===== src/rtl/alu_arbiter.sv =====
// -----------------------------------------------------------------------------
// alu_arbiter
//
// Shares one external combinational ALU between two requesters. Arbitration is
// round-robin. The winner's opcode and operands are driven onto the ALU, and the
// ALU result is captured into a single result slot. The slot owner reads the
// result back through a valid/ready response channel.
//
// Ports
//   clk, reset_n                 clock and synchronous active-low reset
//   rX_valid / rX_ready          request handshake (X = 0, 1)
//   rX_opcode, rX_left/right     request payload
//   rX_rvalid / rX_rready        response handshake
//   rX_result                    registered result (meaningful with rX_rvalid)
//   alu_opcode, alu_left/right   drive to the shared ALU
//   alu_result                   ALU output, only ever seen through result_q
// -----------------------------------------------------------------------------
module alu_arbiter #(
   parameter int WIDTH = 32
) (
   input  logic             clk,
   input  logic             reset_n,

   input  logic             r0_valid,
   input  logic [2:0]       r0_opcode,
   input  logic [WIDTH-1:0] r0_left,
   input  logic [WIDTH-1:0] r0_right,
   output logic             r0_ready,
   output logic             r0_rvalid,
   output logic [WIDTH-1:0] r0_result,
   input  logic             r0_rready,

   input  logic             r1_valid,
   input  logic [2:0]       r1_opcode,
   input  logic [WIDTH-1:0] r1_left,
   input  logic [WIDTH-1:0] r1_right,
   output logic             r1_ready,
   output logic             r1_rvalid,
   output logic [WIDTH-1:0] r1_result,
   input  logic             r1_rready,

   output logic [2:0]       alu_opcode,
   output logic [WIDTH-1:0] alu_left,
   output logic [WIDTH-1:0] alu_right,
   input  logic [WIDTH-1:0] alu_result
);

   typedef enum logic {
      IDLE = 1'b0,   // result slot empty
      HOLD = 1'b1    // result slot full, owned by owner_q
   } state_t;

   state_t           state_q, state_d;
   logic             owner_q, owner_d;
   logic             prio_q,  prio_d;
   logic [WIDTH-1:0] result_q, result_d;

   logic             owner_rready;
   logic             slot_free;
   logic             grant;
   logic             winner;

   // Arbitration, ALU drive and next state.
   always_comb begin
      owner_rready = owner_q ? r1_rready : r0_rready;
      // The slot is reusable in the same cycle its owner drains it,
      // which gives back-to-back throughput.
      slot_free    = (state_q == IDLE) || owner_rready;

      grant  = 1'b0;
      winner = 1'b0;
      // Gating on reset_n keeps both readys low while reset is held.
      if (reset_n && slot_free) begin
         if (r0_valid && r1_valid) begin
            grant  = 1'b1;
            winner = prio_q;
         end else if (r0_valid) begin
            grant  = 1'b1;
            winner = 1'b0;
         end else if (r1_valid) begin
            grant  = 1'b1;
            winner = 1'b1;
         end
      end

      r0_ready = grant && !winner;
      r1_ready = grant &&  winner;

      alu_opcode = 3'd0;
      alu_left   = '0;
      alu_right  = '0;
      if (grant) begin
         if (winner) begin
            alu_opcode = r1_opcode;
            alu_left   = r1_left;
            alu_right  = r1_right;
         end else begin
            alu_opcode = r0_opcode;
            alu_left   = r0_left;
            alu_right  = r0_right;
         end
      end

      state_d  = state_q;
      owner_d  = owner_q;
      prio_d   = prio_q;
      result_d = result_q;
      if (grant) begin
         state_d  = HOLD;
         owner_d  = winner;
         prio_d   = !winner;
         result_d = alu_result;
      end else if ((state_q == HOLD) && owner_rready) begin
         state_d  = IDLE;
      end
   end

   always_ff @(posedge clk) begin
      if (!reset_n) begin
         state_q  <= IDLE;
         owner_q  <= 1'b0;
         prio_q   <= 1'b0;
         result_q <= '0;
      end else begin
         state_q  <= state_d;
         owner_q  <= owner_d;
         prio_q   <= prio_d;
         result_q <= result_d;
      end
   end

   assign r0_rvalid = (state_q == HOLD) && !owner_q;
   assign r1_rvalid = (state_q == HOLD) &&  owner_q;
   assign r0_result = result_q;
   assign r1_result = result_q;

endmodule


===== config.mk =====
export PLATFORM = sky130hd
export DESIGN_NAME = alu_arbiter
export DESIGN_NICKNAME = d
export VERILOG_FILES = /design/src/rtl/alu_arbiter.sv
export SDC_FILE = /design/constraint.sdc
export NUM_CORES = 1
export LEC_CHECK = 0
export ABC_CLOCK_PERIOD_IN_PS = 2690
export CELL_PAD_IN_SITES_DETAIL_PLACEMENT = 1
export CELL_PAD_IN_SITES_GLOBAL_PLACEMENT = 1
export CORE_MARGIN = 2
export CORE_UTILIZATION = 20
export CTS_CLUSTER_SIZE = 10
export DETAILED_ROUTE_END_ITERATION = 8
export PLACE_DENSITY_LB_ADDON = 0.15
export SYNTH_ARGS = -nofsm -noshare
export SYNTH_HDL_FRONTEND = slang
export SYNTH_SLANG_ARGS = --single-unit

===== constraint.sdc =====
create_clock -name clk -period 2.69 [get_ports clk]
set_input_delay 0.4035 -clock clk [delete_from_list [all_inputs] [get_ports clk]]
set_output_delay 0.4035 -clock clk [all_outputs]
set_load 0.05 [all_outputs]

==> impl_metrics.csv <==
group,metric,value,unit
routing,route.final.wire_length,16200,um
setup_path,crit_path_end_kind,"output pin",
sta,timing_worst_slew_pin_value,1.30,ns
finish,fin_area,6850,sq um
grt,grt_antenna_before_repair,2,
routing,via_count,4073,
routing,routed_via_density,5.01,
sta,finalWorstSetupSlack,0.275,ns
yosys,syn-instance-count,381,
clock_tree,cts_setup_buffers,0,
yosys,synthMostInstantiatedCell,"sky130_fd_sc_hd__a21oi_1",
flow_run,max-cap-violations,0,
sta,timing.final.max_slew_violations,0,
sta,timing.final.hold_violations,0,
clock_tree,worst_skew_pair.late_latency,0.28,ns
setup_path,critPathLaunchType,"input port",
yosys,ys_async_sr_fraction,0,%
power,total_leakage_power,2.41,nW
yosys,seq_total_area_yosys,23.1,%
routing,detail_route.drc_violations,0,
clock_tree,clkTransAtPathRegs,0.05,ns
yosys,post_synth_instance_area,3030,sq um
sta,finalHoldWorstSlack,0.495,ns
routing,post_drt_wl_per_cell,19.9,um
floorplanning,starting_density_of_the_core,20.7,%
sta,fmax,414,MHz
grt,grt_pass1_vias,4369,
setup_path,cp_bufs_invs,3,
yosys,syn-mean-instance-area,7.95,sq um
status,status,"complete, no violations",
routing,drtIter0Drc,173,
grt,grt_use_total,18.6,%
grt,grt_overflow_total,0,
sta,post-route-period-util,89.8,%
floorplanning,design.die.area,16100,sq um
setup_path,crit_path_top_delay_cell,"sky130_fd_sc_hd__clkdlybuf4s50_1",
clock_tree,cts-root-buf,"sky130_fd_sc_hd__clkbuf_16",
floorplanning,io_pins,307,
yosys,synth_seq_cells,35,
yosys,yosys_most_used_dff,"sky130_fd_sc_hd__dfxtp_1",
sta,rsz0062_at_grt,"false",
yosys,yosys.area.top_type_share,23.1,%
setup_path,gate_family_responsible_for_the_most_delay_along_the_worst_path,"buffers and inverters",
floorplanning,design.core.area,14600,sq um
yosys,synth.top_cells.by_count,"69 x sky130_fd_sc_hd__a21oi_1, 67 x sky130_fd_sc_hd__nand3b_1, 64 x sky130_fd_sc_hd__o211ai_1, 38 x sky130_fd_sc_hd__buf_4, 35 x sky130_fd_sc_hd__dfxtp_1",
sta,max-slew-margin-rel,13.6,%
floorplanning,die_span_x,127,um
setup_path,crit_path_frequent_cell,"sky130_fd_sc_hd__buf_12",
sta,fin_worst_skew,0.00300,ns
clock_tree,number_of_cts_inserted_buffers,5,
setup_path,critical_path_arrival,2.01,ns
yosys,synth_largest_area_cell,"sky130_fd_sc_hd__dfxtp_1",
placed_design,place_area,6670,sq um
finish,area_delta_synth_final,126,%
clock_tree,post_cts.resized_instances,0,
clock_tree,cts_hold_buffers,0,
clock_tree,clock_sink_count,35,
setup_path,largest_fanout_on_the_critical_path,66,
sta,final.min_clock_period,2.41,ns
yosys,synth-edff-count,0,
placed_design,place_ws,0.139,ns
min_path,path_category_of_the_worst_min_delay_check,"flip-flop to flip-flop",
yosys,nets_in_the_synthesized_netlist,553,
floorplanning,floorplan.rows,44,
finish,finish.net_count,798,
floorplanning,die_height,127,um
sta,setup-tns-final,0,ns
power,power_density,434,nW/um^2
placed_design,globalplace.congestion,0.747,
setup_path,path_cells,"clkdlybuf4s50_1 -> mux2_4 -> o21ai_4 -> buf_12 -> a21oi_1 -> buf_12",
yosys,post_synth_main_area_contributors,"sky130_fd_sc_hd__dfxtp_1 23%, sky130_fd_sc_hd__nand3b_1 17%, sky130_fd_sc_hd__o211ai_1 16%",
placed_design,hpwl,12400,um
yosys,synth_cell_type_count,32,
sta,setup-violations-final,0,
power,report.power.total,0.00297,W
clock_tree,htree_levels,2,
setup_path,register_to_register_setup_slack,0.54,ns
clock_tree,max-clock-path-buffers,2,
setup_path,worst_path_largest_cell_delay,0.45,ns
setup_path,cp_data_required_time,2.29,ns
routing,antenna_left,0,
placed_design,place.port_buffers,306,
setup_path,criticalPathCategory,"input port to output pin",
grt,grt_start_max_net_pins,67,
grt,grt_pass1_wl,24100,um
routing,drt_pass1_iterations,4,
clock_tree,cts_tree,"built",
power,max-vdd-ir-drop,231,uV
yosys,ys_warn_count,0,
finish,proportion_of_layout_cells_with_a_drive_suffix_above_1,16.4,%
[report_power, final]
group	internal, W	total (W)	leakage [nW]	switching, W
registers	0.000563	0.000606	0.290	0.0000431
logic	0.000771	0.00171	2.04	0.000935
clock network	0.000441	0.000662	0.0844	0.000221
[placed cells by master, fill, tap and decap left out, types with 2 or more instances in the layout]
cell / synthesis / layout
sky130_fd_sc_hd__clkdlybuf4s50_1: 0 / 235
sky130_fd_sc_hd__buf_12: 0 / 73
sky130_fd_sc_hd__a21oi_1: 69 / 69
sky130_fd_sc_hd__nand3b_1: 67 / 67
sky130_fd_sc_hd__o211ai_1: 64 / 64
sky130_fd_sc_hd__dfxtp_1: 35 / 35
sky130_fd_sc_hd__a22o_1: 31 / 31
sky130_fd_sc_hd__buf_4: 38 / 11
sky130_fd_sc_hd__clkbuf_16: 0 / 5
sky130_fd_sc_hd__o21ai_0: 4 / 4
sky130_fd_sc_hd__inv_2: 2 / 3
sky130_fd_sc_hd__nor2_1: 3 / 3
sky130_fd_sc_hd__diode_2: 0 / 2
sky130_fd_sc_hd__and2_1: 2 / 2
sky130_fd_sc_hd__inv_1: 3 / 2
sky130_fd_sc_hd__nand2_1: 2 / 2
sky130_fd_sc_hd__nand4_1: 2 / 2
sky130_fd_sc_hd__buf_2: 8 / 2
[layer usage]
layer	global-route usage (%)	wire (um)	up-vias
li1	-	-	1902
met1	20.0	6010	1971
met2	34.6	8510	190
met3	7.04	1530	10
met4	4.33	138	0
met5	0	0	-
[sequential cells by signal, summed over array words and instances (netlist names)]
| signal | cells |
|---|---|
| owner_q | 1 |
| state_q | 1 |
| r0_result | 32 |
| prio_q | 1 |
[path summary, 6_finish.rpt]
check	depth (start not counted)	from	endpoint
setup / recovery	6	r1_rready	alu_left[0]
hold / removal	1	r0_result[24]$_SDFFE_PN0P_	r0_result[24]$_SDFFE_PN0P_
setup reg to reg	3	owner_q$_SDFFE_PN0P_	r0_result[10]$_SDFFE_PN0P_
hold reg to reg	1	r0_result[24]$_SDFFE_PN0P_	r0_result[24]$_SDFFE_PN0P_
[cells by family after synthesis]
kind of cell | Yosys count | share of synthesized area [%]
muxes | 2 | 0.826
DFF | 35 | 23.1
AOI/OAI and AO/OA | 175 | 39.3
and+or+nand+nor | 81 | 19.3
buffers and inverters | 88 | 17.5
[metrics by stage]
step,cells,util [%]
floorplan,381,-
global placement,803,45.5
detailed placement,803,45.5
CTS,811,46.7
global route,813,46.7
finish,813,46.7
[worst register-to-register path, cell delays in order (launching register included)]
cell and delay (ns):
sky130_fd_sc_hd__dfxtp_1 0.43, sky130_fd_sc_hd__mux2_4 0.37, sky130_fd_sc_hd__o31ai_4 1.03, sky130_fd_sc_hd__a22o_1 0.27
[final cells by class]
| type | instances | area (sq um) |
|---|---|---|
| antenna | 2 | 5.00 |
| clock buffer | 5 | 125 |
| clock inverter | 3 | 47.5 |
| fill | 1646 | 7800 |
| inverter | 5 | 18.8 |
| multi-input combinational | 258 | 1810 |
| sequential | 35 | 701 |
| tap | 184 | 230 |
| timing repair buffer | 321 | 3910 |
Note: power is estimated with default switching activity, not from simulation.
